===== src/rtl/ps_alter_arbiter_if.sv =====
// ps_alter_arbiter_if
//   Groups the request/grant handshake and the program-state write port of
//   ps_alter_arbiter into one bundle.
//   Requester side : req_valid, req_ps, req_flush, stall  -> arbiter
//                    req_ready                            <- arbiter
//   Register side  : alter, ps, flush, busy               <- arbiter
//   Modports: slave  = the arbiter itself
//             master = whatever drives requests and observes the write port
interface ps_alter_arbiter_if #(
    parameter int NUM_REQ = 4,
    parameter int PS_W    = 32
);
    typedef logic [PS_W-1:0] program_state_t;

    logic           [NUM_REQ-1:0] req_valid;
    program_state_t [NUM_REQ-1:0] req_ps;
    logic           [NUM_REQ-1:0] req_flush;
    logic           [NUM_REQ-1:0] req_ready;
    logic                         stall;
    logic                         alter;
    program_state_t               ps;
    logic                         flush;
    logic                         busy;

    modport slave (
        input  req_valid, req_ps, req_flush, stall,
        output req_ready, alter, ps, flush, busy
    );

    modport master (
        output req_valid, req_ps, req_flush, stall,
        input  req_ready, alter, ps, flush, busy
    );
endinterface


===== src/rtl/ps_alter_arbiter.sv =====
// ps_alter_arbiter
//   Arbitrates requests to overwrite the architectural program state and
//   sequences the winning update into the program-state register.
//   Requester 0 (trap) has absolute priority; 1..NUM_REQ-1 share round-robin.
//   A flushing update can block further grants for FLUSH_CYCLES cycles.
// Ports:
//   i_clk  core clock
//   i_rst  synchronous active-high reset
//   bus    ps_alter_arbiter_if.slave (requests, grants, alter/ps/flush/busy)
module ps_alter_arbiter #(
    parameter int NUM_REQ      = 4,
    parameter int FLUSH_CYCLES = 3,
    parameter int PS_W         = 32
) (
    input  logic                 i_clk,
    input  logic                 i_rst,
    ps_alter_arbiter_if.slave    bus
);
    localparam int PW = $clog2(NUM_REQ);
    // A zero-length window still needs a legal 1-bit counter.
    localparam int CW = (FLUSH_CYCLES > 0) ? $clog2(FLUSH_CYCLES + 1) : 1;

    typedef enum logic {IDLE, FLUSH} state_t;

    state_t            state;
    logic [CW-1:0]     flush_cnt;
    logic [PW-1:0]     rr_ptr;
    logic              alter_q;
    logic              flush_q;
    logic [PS_W-1:0]   ps_q;

    logic              gnt_any;
    logic [PW-1:0]     gnt_idx;
    logic [PW-1:0]     scan_idx;

    // Grant selection. The round-robin scan covers indices 1..NUM_REQ-1
    // starting at rr_ptr and wraps back to 1, never to 0.
    always_comb begin
        gnt_any  = 1'b0;
        gnt_idx  = '0;
        scan_idx = '0;
        if (!i_rst && state == IDLE && !bus.stall) begin
            if (bus.req_valid[0]) begin
                gnt_any = 1'b1;
                gnt_idx = '0;
            end else begin
                for (int o = 0; o < NUM_REQ - 1; o++) begin
                    if (int'(rr_ptr) + o > NUM_REQ - 1)
                        scan_idx = PW'(int'(rr_ptr) + o - (NUM_REQ - 1));
                    else
                        scan_idx = PW'(int'(rr_ptr) + o);
                    if (!gnt_any && bus.req_valid[scan_idx]) begin
                        gnt_any = 1'b1;
                        gnt_idx = scan_idx;
                    end
                end
            end
        end
    end

    assign bus.req_ready = gnt_any ? (NUM_REQ'(1) << gnt_idx) : '0;
    assign bus.alter     = alter_q;
    assign bus.flush     = flush_q;
    assign bus.ps        = ps_q;
    assign bus.busy      = (state == FLUSH);

    always_ff @(posedge i_clk) begin
        if (i_rst) begin
            state     <= IDLE;
            flush_cnt <= '0;
            rr_ptr    <= PW'(1);
            alter_q   <= 1'b0;
            flush_q   <= 1'b0;
            ps_q      <= '0;
        end else begin
            alter_q <= gnt_any;
            flush_q <= gnt_any && bus.req_flush[gnt_idx];
            if (gnt_any)
                ps_q <= bus.req_ps[gnt_idx];

            // Trap grants do not disturb the round-robin position.
            if (gnt_any && gnt_idx != '0)
                rr_ptr <= (gnt_idx == PW'(NUM_REQ - 1)) ? PW'(1) : gnt_idx + PW'(1);

            case (state)
                IDLE: begin
                    if (gnt_any && bus.req_flush[gnt_idx] && FLUSH_CYCLES > 0) begin
                        state     <= FLUSH;
                        flush_cnt <= CW'(FLUSH_CYCLES);
                    end
                end
                FLUSH: begin
                    // Counts regardless of stall; leaves on the 1->0 step.
                    flush_cnt <= flush_cnt - CW'(1);
                    if (flush_cnt == CW'(1))
                        state <= IDLE;
                end
                default: state <= IDLE;
            endcase
        end
    end
endmodule

===== src/flat_wrapper.sv =====
// flat-port wrapper written by rule: the top's interface ports become plain ports
module ps_alter_arbiter_flat 
#(
    parameter int NUM_REQ      = 4,
    parameter int FLUSH_CYCLES = 3,
    parameter int PS_W         = 32
)
  (i_clk, i_rst, bus_req_valid, bus_req_ps, bus_req_flush, bus_stall, bus_req_ready, bus_alter, bus_ps, bus_flush, bus_busy);
  ps_alter_arbiter_if #(.NUM_REQ(NUM_REQ), .PS_W(PS_W)) bus_i ();
  input  logic i_clk;
  input  logic i_rst;
  input wire logic [$bits(bus_i.req_valid)-1:0] bus_req_valid;
  input wire logic [$bits(bus_i.req_ps)-1:0] bus_req_ps;
  input wire logic [$bits(bus_i.req_flush)-1:0] bus_req_flush;
  input wire logic [$bits(bus_i.stall)-1:0] bus_stall;
  output wire logic [$bits(bus_i.req_ready)-1:0] bus_req_ready;
  output wire logic [$bits(bus_i.alter)-1:0] bus_alter;
  output wire logic [$bits(bus_i.ps)-1:0] bus_ps;
  output wire logic [$bits(bus_i.flush)-1:0] bus_flush;
  output wire logic [$bits(bus_i.busy)-1:0] bus_busy;
  assign bus_i.req_valid = bus_req_valid;
  assign bus_i.req_ps = bus_req_ps;
  assign bus_i.req_flush = bus_req_flush;
  assign bus_i.stall = bus_stall;
  assign bus_req_ready = bus_i.req_ready;
  assign bus_alter = bus_i.alter;
  assign bus_ps = bus_i.ps;
  assign bus_flush = bus_i.flush;
  assign bus_busy = bus_i.busy;
  ps_alter_arbiter #(.NUM_REQ(NUM_REQ), .FLUSH_CYCLES(FLUSH_CYCLES), .PS_W(PS_W)) u_core (.i_clk(i_clk), .i_rst(i_rst), .bus(bus_i));
endmodule

===== config.mk =====
export PLATFORM = sky130hd
export DESIGN_NAME = ps_alter_arbiter_flat
export DESIGN_NICKNAME = d
export VERILOG_FILES = /design/src/rtl/ps_alter_arbiter_if.sv /design/src/rtl/ps_alter_arbiter.sv /design/src/flat_wrapper.sv
export SDC_FILE = /design/constraint.sdc
export NUM_CORES = 1
export LEC_CHECK = 0
export CORE_UTILIZATION = 48
export CTS_BUF_LIST = sky130_fd_sc_hd__clkbuf_4 sky130_fd_sc_hd__clkbuf_8 sky130_fd_sc_hd__clkbuf_16
export DETAILED_ROUTE_END_ITERATION = 6
export DONT_BUFFER_PORTS = 1
export PLACE_DENSITY_LB_ADDON = 0.3
export SYNTH_ARGS = -nofsm -noshare
export SYNTH_HDL_FRONTEND = slang
export SYNTH_SLANG_ARGS = --single-unit

===== constraint.sdc =====
create_clock -name i_clk -period 4.7 [get_ports i_clk]
set_input_delay 1.41 -clock i_clk [delete_from_list [all_inputs] [get_ports i_clk]]
set_output_delay 1.41 -clock i_clk [all_outputs]
set_load 0.01 [all_outputs]

==> flow_summary.yaml <==
outcome:
  outcome: "completed"
logic_synthesis:
  post-synth-top-count-cell: "mux2i_1"
  netlist_top_cells_area: "dfxtp_1 32%, mux2i_1 28%, o221ai_1 12%"
  synth-seq-cells: 39
  synth_fp_nets: 391
  post_synth_inst_count: 245
  postSynth.asyncResetShare_pct: 0
  leading_area_contributor_after_synthesis: "dfxtp_1"
  post-synth-top-area-fraction_pct: 32.07
  post_synth_design_cell_area_um2: 2435
  yosys_warnings: 0
  post_synth_num_cell_types: 34
  ys_seq_area_share_pct: 32.07
  mean_syn_cell_area_um2: 9.938
  synth.top_cells.by_count: "67 x mux2i_1, 39 x dfxtp_1, 35 x nand2_1"
  synth_edf_count: 0
  ys_dominant_reg_cell: "dfxtp_1"
sta:
  finalCriticalPeriod_ns: 4.535
  final-hold-violation-count: 0
  tightestPinTransition_ns: 0.5604
  final_min_period_over_clock_period_pct: 96.50
  clock_skew_ns: 0.004803
  slew-limit-headroom_pct: 62.64
  timing_max_transition_violations_final: 0
  timing.fmax_mhz: 220.5
  grt_setup_unrepaired: "no"
  setup_viol: 0
  tns_ns: 0
  hold_ws_ns: 0.5390
routing:
  drc: 0
  detailedRoute.firstPassIterationCount: 4
  drt-vias-per-instance: 6.358
  vias: 1952
  postRouteWirelength_um: 5658
  drt-wirelength-per-cell_um: 18.43
  route.antenna.remaining_nets: 0
  drt_iter0_drc: 69
clocking:
  cts-hold-fix-buffers: 0
  cts_htree_levels: 2
  postCtsSetupRepairBufs: 0
  cts.sinks: 39
  tritoncts.num_buffers: 5
  cts-root-to-sink-buffers: 2
  ctsResizeCount: 0
  clk_pin_slew_ns: 0.08
  cts_tree: "built"
  cts_root_buffer_type: "clkbuf_8"
  clk_latency_ns: 0.29
final_layout:
  ff_latch_area_um2: 780.7
  fillCellCount: 452
  drive_gt1_share_pct: 9.583
  layoutNonFillerInstCount: 307
  multi_input_comb_area_um2: 1524
  final_net_count: 385
  count_of_inserted_antenna_diode_cells: 0
  area_delta_synth_final_pct: 5.242
global_routing:
  grt_max_degree: 37
  first_global_vias: 1745
  track_usage_pct: 20.07
  grt_antenna_before_repair: 0
  grt-ovfl-total: 0
  grt_first_pass_wirelength_um: 8231
floorplan:
  die-area_um2: 5361
  io_pins: 178
  chipHeight_um: 73.22
  die-width_um: 73.22
  placementRows: 25
  core_area_um2: 4817
  effective_utilization_at_floorplan_pct: 50.55
placed_design:
  hpwl_um: 4242
  finalWeightedCongestion: 0.8139
  port_buffers: 0
  place.detailed.instances: 299
critical_path:
  setup_crit_end_kind: "primary output"
  arrival_ns: 3.13
  timing.critical_path.required_ns: 3.29
  critPathKind: "input port to primary output"
  startpoint_type: "input port"
  path_max_fanout: 5
power_and_ir_drop:
  worst_ir_drop_vdd_v: 0.0001233
  power_density_nw_per_um2: 306.9
  total_leakage_power_nw: 0.8560
worst_hold_path:
  hp-class: "flop to flop"
flow_run:
  drv_cap: 0
==> routing by layer <==
metal  vias to the layer above  global-route usage (%)  wire [um]
li1                        918                       -          -
met1                       905                   24.04       2215
met2                       119                   33.64       2856
met3                        10                   6.215        507
met4                         0                   7.407         80
met5                         -                       0          0
==> critical path: stages <==
cell and delay (ns):
mux4_2 0.50, or2_1 0.25, o31a_1 0.26, and2_1 0.21, inv_1 0.13, ha_1 0.18
and2_1 0.18
==> kinds of logic after synthesis <==
family                     Yosys count  share of synthesized area (%)
buffers and inverters               23                          5.601
AOI/OAI and AO/OA                   47                          16.44
DFF                                 39                          32.07
and+or+nand+nor                     56                          10.59
muxes                               73                          31.71
adders and majority gates            7                          3.597
==> area by class of cell <==
type                            instances  area share (%)
Timing Repair Buffer                    5           1.465
Inverter                                5          0.7324
Multi-Input combinational cell        183           59.47
Clock buffer                            6           3.223
Tap cell                               67           3.271
Sequential cell                        39           30.47
Clock inverter                          2           1.367
==> cell usage in the layout (no fill, tap or decap), types with 2 or more instances in the layout <==
cell type	synthesis	layout
a21oi_1	3	2
a31oi_1	2	2
and2_1	6	5
buf_4	3	5
clkbuf_8	0	6
dfxtp_1	39	39
ha_1	7	7
inv_1	5	5
mux2_2	3	3
mux2i_1	67	67
mux4_2	3	3
nand2_1	35	35
nor2_1	4	4
nor2b_1	2	2
o221ai_1	32	32
or2_1	3	3
==> final timing paths <==
path | startpoint | endpoint | slack [ns] | cells after the start
worst max-delay path | bus_req_valid[3] | bus_req_ready[0] | 0.16 | 7
worst min-delay path | u_core.flush_cnt[1] | u_core.flush_cnt[1] | 0.54 | 2
worst max register to register | u_core.rr_ptr[0] | u_core.flush_cnt[1] | 1.43 | 8
worst min register to register | u_core.flush_cnt[1] | u_core.flush_cnt[1] | 0.54 | 2
==> sequential cells by signal (all words and copies together), names as in the netlist <==
| name | cells |
|---|---|
| u_core.bus.busy | 1 |
| u_core.rr_ptr | 2 |
| u_core.bus.ps | 32 |
| u_core.bus.flush | 1 |
| u_core.flush_cnt | 2 |
| u_core.bus.alter | 1 |
==> power breakdown <==
group	internal, mW	leakage (nW)	switching [mW]
clock network	0.172	0.0612	0.118
logic	0.0500	0.473	0.0524
registers	0.360	0.321	0.0341
==> per-stage QoR <==
step                      worst slack [ns]  power [mW]  utilization, %  area, um^2
after global placement              0.2144      0.5021           50.75        2445
after CTS                           0.1693      0.7966           53.19        2562
final                               0.1645      0.7863           53.19        2562
after floorplan                    0.02045      0.4853               -        2435
after global routing               0.06168      0.8243           53.19        2562
after detailed placement            0.1732      0.5053           50.75        2445
No activity file was read; power rests on OpenSTA's default activity.
